==> src/rtl/uart_pkg.sv <==
// Shared definitions for the UART receiver: parity modes, FSM encoding and
// the default bit period.
package uart_pkg;

    localparam int CLKS_PER_BIT_DEFAULT = 10416;

    localparam int PARITY_NONE = 0;
    localparam int PARITY_EVEN = 1;
    localparam int PARITY_ODD  = 2;

    typedef enum logic [2:0] {
        ST_IDLE   = 3'd0,
        ST_START  = 3'd1,
        ST_DATA   = 3'd2,
        ST_PARITY = 3'd3,
        ST_STOP   = 3'd4
    } rx_state_t;

    function automatic logic majority3(input logic a, input logic b, input logic c);
        return (a & b) | (a & c) | (b & c);
    endfunction

endpackage

==> src/rtl/uart_rx_fifo.sv <==
// Show-ahead receive FIFO: the head entry is presented combinationally and
// reads as zero while empty. A push into a full FIFO is accepted only with a pop.
module uart_rx_fifo #(
    parameter int WIDTH = 10,
    parameter int DEPTH = 4
) (
    input  logic                     clk,
    input  logic                     rst,
    input  logic                     push,
    input  logic                     pop,
    input  logic [WIDTH-1:0]         wr_data,
    output logic [WIDTH-1:0]         rd_data,
    output logic                     full,
    output logic                     empty,
    output logic [$clog2(DEPTH):0]   count
);

    localparam int AW = $clog2(DEPTH);

    logic [WIDTH-1:0] mem [DEPTH];
    logic [AW-1:0]    wr_ptr;
    logic [AW-1:0]    rd_ptr;
    logic             do_push;
    logic             do_pop;

    assign empty   = (count == '0);
    assign full    = (count == (AW+1)'(DEPTH));
    assign do_pop  = pop & ~empty;
    assign do_push = push & (~full | do_pop);
    assign rd_data = empty ? '0 : mem[rd_ptr];

    always_ff @(posedge clk) begin
        if (do_push) mem[wr_ptr] <= wr_data;
    end

    always_ff @(posedge clk or posedge rst) begin
        if (rst) begin
            wr_ptr <= '0;
            rd_ptr <= '0;
            count  <= '0;
        end else begin
            if (do_push) wr_ptr <= wr_ptr + 1'b1;
            if (do_pop)  rd_ptr <= rd_ptr + 1'b1;
            case ({do_push, do_pop})
                2'b10:   count <= count + 1'b1;
                2'b01:   count <= count - 1'b1;
                default: count <= count;
            endcase
        end
    end

endmodule

==> src/rtl/uart_rx_param.sv <==
// Parameterised UART receiver: 2-flop synchronizer, 3-sample majority vote per
// bit, optional parity, 1 or 2 stop bits, show-ahead FIFO with sticky overrun.
module uart_rx_param
    import uart_pkg::*;
#(
    parameter int CLKS_PER_BIT = CLKS_PER_BIT_DEFAULT,
    parameter int DATA_BITS    = 8,
    parameter int PARITY       = PARITY_NONE,
    parameter int STOP_BITS    = 1,
    parameter int FIFO_DEPTH   = 4
) (
    input  logic                          UART_CLK,
    input  logic                          reset,
    input  logic                          rx,
    output logic [DATA_BITS-1:0]          data,
    output logic                          frame_err,
    output logic                          parity_err,
    output logic                          data_valid,
    input  logic                          data_ready,
    output logic                          overrun,
    input  logic                          err_clr,
    output logic [$clog2(FIFO_DEPTH):0]   fifo_count,
    output logic [2:0]                    fsm_state
);

    localparam int             CW        = $clog2(CLKS_PER_BIT);
    localparam int             FW        = DATA_BITS + 2;
    localparam logic [CW-1:0]  CNT_LAST  = CW'(CLKS_PER_BIT - 1);
    localparam logic [CW-1:0]  SMP0      = CW'(CLKS_PER_BIT / 2 - 1);
    localparam logic [CW-1:0]  SMP1      = CW'(CLKS_PER_BIT / 2);
    localparam logic [CW-1:0]  SMP2      = CW'(CLKS_PER_BIT / 2 + 1);
    localparam logic [3:0]     LAST_DATA = 4'(DATA_BITS - 1);
    localparam logic [3:0]     LAST_STOP = 4'(STOP_BITS - 1);

    rx_state_t              state;
    rx_state_t              state_next;
    logic                   rx_meta;
    logic                   rx_s;
    logic [CW-1:0]          cnt;
    logic [3:0]             bit_idx;
    logic                   s0;
    logic                   s1;
    logic                   vote;
    logic                   at_vote;
    logic                   at_wrap;
    logic [DATA_BITS-1:0]   shreg;
    logic                   par_bit;
    logic                   ferr_acc;
    logic                   perr;
    logic                   push;
    logic                   fifo_full;
    logic                   fifo_empty;
    logic                   ovr_evt;
    logic [FW-1:0]          push_word;
    logic [FW-1:0]          head_word;

    always_ff @(posedge UART_CLK or posedge reset) begin
        if (reset) begin
            rx_meta <= 1'b1;
            rx_s    <= 1'b1;
        end else begin
            rx_meta <= rx;
            rx_s    <= rx_meta;
        end
    end

    // The third sample is the live synchronized value at the vote cycle.
    assign vote    = majority3(s0, s1, rx_s);
    assign at_vote = (cnt == SMP2);
    assign at_wrap = (cnt == CNT_LAST);

    always_ff @(posedge UART_CLK or posedge reset) begin
        if (reset) state <= ST_IDLE;
        else       state <= state_next;
    end

    always_comb begin
        state_next = state;
        push       = 1'b0;
        case (state)
            ST_IDLE:   if (!rx_s) state_next = ST_START;
            ST_START: begin
                if (at_vote && vote) state_next = ST_IDLE;
                else if (at_wrap)    state_next = ST_DATA;
            end
            ST_DATA: begin
                if (at_wrap && bit_idx == LAST_DATA)
                    state_next = (PARITY == PARITY_NONE) ? ST_STOP : ST_PARITY;
            end
            ST_PARITY: if (at_wrap) state_next = ST_STOP;
            ST_STOP: begin
                if (at_vote && bit_idx == LAST_STOP) begin
                    state_next = ST_IDLE;
                    push       = 1'b1;
                end
            end
            default:   state_next = ST_IDLE;
        endcase
    end

    always_ff @(posedge UART_CLK or posedge reset) begin
        if (reset) begin
            cnt      <= '0;
            bit_idx  <= '0;
            s0       <= 1'b1;
            s1       <= 1'b1;
            shreg    <= '0;
            par_bit  <= 1'b0;
            ferr_acc <= 1'b0;
        end else begin
            cnt <= (state == ST_IDLE || at_wrap) ? '0 : cnt + 1'b1;
            // Bit index restarts on every state change and counts bit-period wraps.
            if (state_next != state) bit_idx <= '0;
            else if (at_wrap)        bit_idx <= bit_idx + 1'b1;
            if (cnt == SMP0) s0 <= rx_s;
            if (cnt == SMP1) s1 <= rx_s;
            if (state == ST_IDLE) ferr_acc <= 1'b0;
            if (at_vote) begin
                case (state)
                    ST_DATA:   shreg   <= {vote, shreg[DATA_BITS-1:1]};
                    ST_PARITY: par_bit <= vote;
                    ST_STOP:   if (!vote) ferr_acc <= 1'b1;
                    default:   ;
                endcase
            end
        end
    end

    assign perr = (PARITY == PARITY_NONE) ? 1'b0
                : ((^shreg) ^ par_bit ^ (PARITY == PARITY_ODD));
    assign push_word = {perr, ferr_acc | ~vote, shreg};
    assign ovr_evt   = push & fifo_full & ~data_ready;

    always_ff @(posedge UART_CLK or posedge reset) begin
        if (reset)        overrun <= 1'b0;
        else if (ovr_evt) overrun <= 1'b1;
        else if (err_clr) overrun <= 1'b0;
    end

    uart_rx_fifo #(
        .WIDTH (FW),
        .DEPTH (FIFO_DEPTH)
    ) u_fifo (
        .clk     (UART_CLK),
        .rst     (reset),
        .push    (push),
        .pop     (data_ready),
        .wr_data (push_word),
        .rd_data (head_word),
        .full    (fifo_full),
        .empty   (fifo_empty),
        .count   (fifo_count)
    );

    assign {parity_err, frame_err, data} = head_word;
    assign data_valid = ~fifo_empty;
    assign fsm_state  = state;

endmodule

==> config.mk <==
export PLATFORM = sky130hd
export DESIGN_NAME = uart_rx_param
export DESIGN_NICKNAME = d
export VERILOG_FILES = /design/src/rtl/uart_pkg.sv /design/src/rtl/uart_rx_fifo.sv /design/src/rtl/uart_rx_param.sv
export SDC_FILE = /design/constraint.sdc
export NUM_CORES = 1
export LEC_CHECK = 0
export CORE_ASPECT_RATIO = 1.5
export CORE_UTILIZATION = 50
export DETAILED_ROUTE_END_ITERATION = 8
export PLACE_DENSITY_LB_ADDON = 0.12
export SLEW_MARGIN = 15
export SYNTH_ARGS = -nofsm -noshare
export SYNTH_HDL_FRONTEND = slang
export SYNTH_SLANG_ARGS = --single-unit
==> constraint.sdc <==
create_clock -name UART_CLK -period 6 [get_ports UART_CLK]
set_clock_uncertainty 0.05 [all_clocks]
set_input_delay 1.2 -clock UART_CLK [delete_from_list [all_inputs] [get_ports UART_CLK]]
set_output_delay 1.2 -clock UART_CLK [all_outputs]
set_load 0.05 [all_outputs]
==> impl_results.md <==
* Status: finished clean
* DRC viols at 0
* Clock transition at path regs at 0.08 ns
* CP max stage cell: dfrtp_1
* CTS root buffer: clkbuf_8
* Netlist area before placement at 0.003682 mm^2
* Layout area overhead at 13.25%
* Distinct cells, synth at 53
* Row count at 38
* Setup-failing EPs final at 0
* WP data required at 4.75 ns
* Max-slew headroom at 57.17%
* Min Tclk post-route at 3.806 ns
* CP max stage delay at 0.76 ns
* Global placement routability congestion at 0.7822
* First-pass DRT Iterations at 4
* Setup bufs post-CTS at 0
* Fill cells at 602
* Simple-Gate Fraction of Synth Area at 15.49%
* Setup TNS at 0 ns
* YS warnings at 0
* EDFF count, synth at 36
* # IOs at 23
* Clock sink count at 78
* Initial antenna violation count at 0
* Htree depth at 3
* Leak Pwr at 1.659 nW
* Largest family of logic cells by synthesized area: simple AND/OR/NAND/NOR gates
* Global-route wire length before repair at 10,220 um
* Post-route cell area at 0.004170 mm^2
* Fin util at 58.09%
* Placement Cell Area at 0.003959 mm^2
* Crit path capture type: output port
* Nets at 306
* Max_cap viols at 0
* Gr ovfl total at 0
* Core footprint at 0.007179 mm^2
* Post-route ant nets at 0
* Yosys reg bits at 78
* Largest net degree at the start of global routing at 43
* Critical-path cell list: mux4_2 -> and2_1 -> clkdlybuf4s50_1
* WL/cell at 15.86 um
* Worst-Margin Slew at 0.6335 ns
* Critical path class: flop to output port
* PnR Total Power at 1.229 mW
* PortBufs at 21
* Die Ht at 107.1 um
* Hold Slack at 0.3170 ns
* Pins Over Slew Limit at 0
* Share of cells above drive strength 1 at 16.27%
* Post-Route WL at 6266 um
* Via count at 2,109
* Period utilization at 63.43%
* Crit path arrival time at 2.56 ns
* Worst-Skew Late Latency at 0.35 ns
* TritonCTS buffer count at 9
* Syn_area_per_cell at 13.79 um^2
* Power Density at 294.6 mW/mm^2
* Post-synth ARST share at 53.85%
* CTS tree: built
* Synthesized Nets at 283
* Critical Path Start Type: flop
* DP HPWL at 4346 um
* GRT Util Overall at 18.07%
* RSZ-0062 raised after global routing: no
* Vias in the first global route at 2,074
* Vias per cell at 5.339
* Synth Area in Adders at 4.213%
* Compound-Gate Fraction of Synth Area at 4.315%
* Post-CTS Hold Buffers at 0
* Deepest clock path buffer count at 2
* Proportion of synthesized area in mux cells at 10.23%
* Max Freq at 0.2627 GHz
* Register area share after synthesis at 58.04%
* Die Footprint at 0.007719 mm^2
* Area share of xor/xnor cells in the synthesized design at 4.281%
* CP max FO at 11
* Initial DRC count at 163
* Peak supply drop at 135.4 uV
* # resized after CTS at 0
* Die width at 72.07 um
* Syn Inst Count at 267
* Antenna diode count at 0
* Final Hold Violating Endpoints at 0
* Synth Flop Type: dfrtp_1
* Worst Hold Class: flop to flop
* Initial Util at 51.29%
critical path: cells and delay by family (launching register included):
kind	cells	cell delay, ns
AND/OR/NAND/NOR	1	0.17
flip-flops	1	0.76
buffers and inverters	1	0.69
multiplexers	1	0.58
through the flow:
| step | std cells | worst slack [ns] |
|---|---|---|
| after floorplan | 267 | 2.803 |
| after detailed placement | 379 | 2.481 |
| after global placement | 379 | 2.541 |
| after CTS | 395 | 2.131 |
| final | 395 | 2.194 |
| after global routing | 395 | 2.012 |
cells in the mapped netlist, types with 2 or more instances:
cell      number  share of area, %
mux2_2         3              0.92
clkbuf_1       3              0.31
dfrtp_1       38                26
mux4_2         9               5.5
and4_1         3              0.71
nand3_1        6              0.82
nor4_1         3              0.51
buf_2          2              0.27
and3_1         2              0.34
or3_1          4              0.68
xor2_1        12               2.9
nor4_4         2               1.2
a31o_2         2              0.48
dfstp_2        4               2.9
o31ai_1        3              0.61
nand4_1        5              0.85
mux2_4         8               3.3
or4_1          2              0.41
edfxtp_1      36                29
nand4b_1       4              0.95
nor2b_1        2              0.34
xnor2_1        6               1.4
nand2_1       12               1.2
ha_1          10               3.4
and2_1        15               2.5
buf_4          3              0.61
mux2i_1        2              0.54
o21ai_0        3              0.41
buf_6          2              0.61
inv_1         15               1.5
a21oi_1        3              0.41
a211oi_1       3              0.61
nor2_1        16               1.6
nand2b_1       5              0.85
state kept, by name (all words and copies together), names as in the netlist, 2 cells and up:
name and cells:
cnt 14, u_fifo.mem 36, u_fifo.count 3, u_fifo.rd_ptr 2
fsm_state 3, shreg 8, u_fifo.wr_ptr 2, bit_idx 4
cell families (layout without fill, tap and decap cells):
logic type | after synthesis | in the layout
buffers and inverters | 25 | 53
flip-flops | 78 | 78
AND/OR/NAND/NOR | 89 | 89
XOR/XNOR | 18 | 18
other | 1 | 1
adder cells (fa/ha/maj) | 12 | 12
multiplexers | 22 | 22
AO/OA/AOI/OAI | 22 | 22
worst paths after layout:
path	startpoint	end	slack, ns	cells past startpoint
worst max-delay path	u_fifo.rd_ptr[0]	data[5]	2.19	3
worst min-delay path	rx_meta	rx_s	0.32	0
worst max register to register	cnt[6]	u_fifo.count[1]	3.39	8
worst min register to register	rx_meta	rx_s	0.32	0
max in group asynchronous	reset	u_fifo.rd_ptr[0]	4.29	3
min in group asynchronous	reset	cnt[12]	1.23	3
power by group:
part           switching (mW)  total [mW]  leakage, nW  internal (mW)
clock                   0.190       0.422        0.102          0.231
combinational           0.105       0.184        0.615         0.0797
sequential             0.0487       0.623        0.941          0.574
cell type report:
class,instances,area (um^2),share of cell area (%)
inverters,15,56.30,1.350
clock buffers,9,123.9,2.970
well taps,100,125.1,3.000
flip-flops and latches,78,2137,51.25
multi-input cells,164,1423,34.11
clock inverters,7,87.58,2.100
repair buffers,22,217.7,5.221
placed cells by master (no fill, tap or decap), types with 4 or more instances in the layout:
master,Yosys,final
dfrtp_1,38,38
edfxtp_1,36,36
clkdlybuf4s50_1,0,21
nor2_1,16,16
and2_1,15,15
inv_1,15,14
nand2_1,12,12
xor2_1,12,12
ha_1,10,10
mux4_2,9,9
clkbuf_8,0,9
mux2_4,8,8
nand3_1,6,6
xnor2_1,6,6
nand2b_1,5,5
nand4_1,5,5
or3_1,4,4
nand4b_1,4,4
clkinv_1,0,4
dfstp_2,4,4
layer usage:
layer	up-vias	GRT usage (%)	share of wire [%]
met3	11	4.323	1.8
met5	-	0	0
li1	1016	-	-
met1	1054	20.64	43
met2	28	30.84	53
met4	0	9.524	2.3
Power figures use the tool's default switching activity.
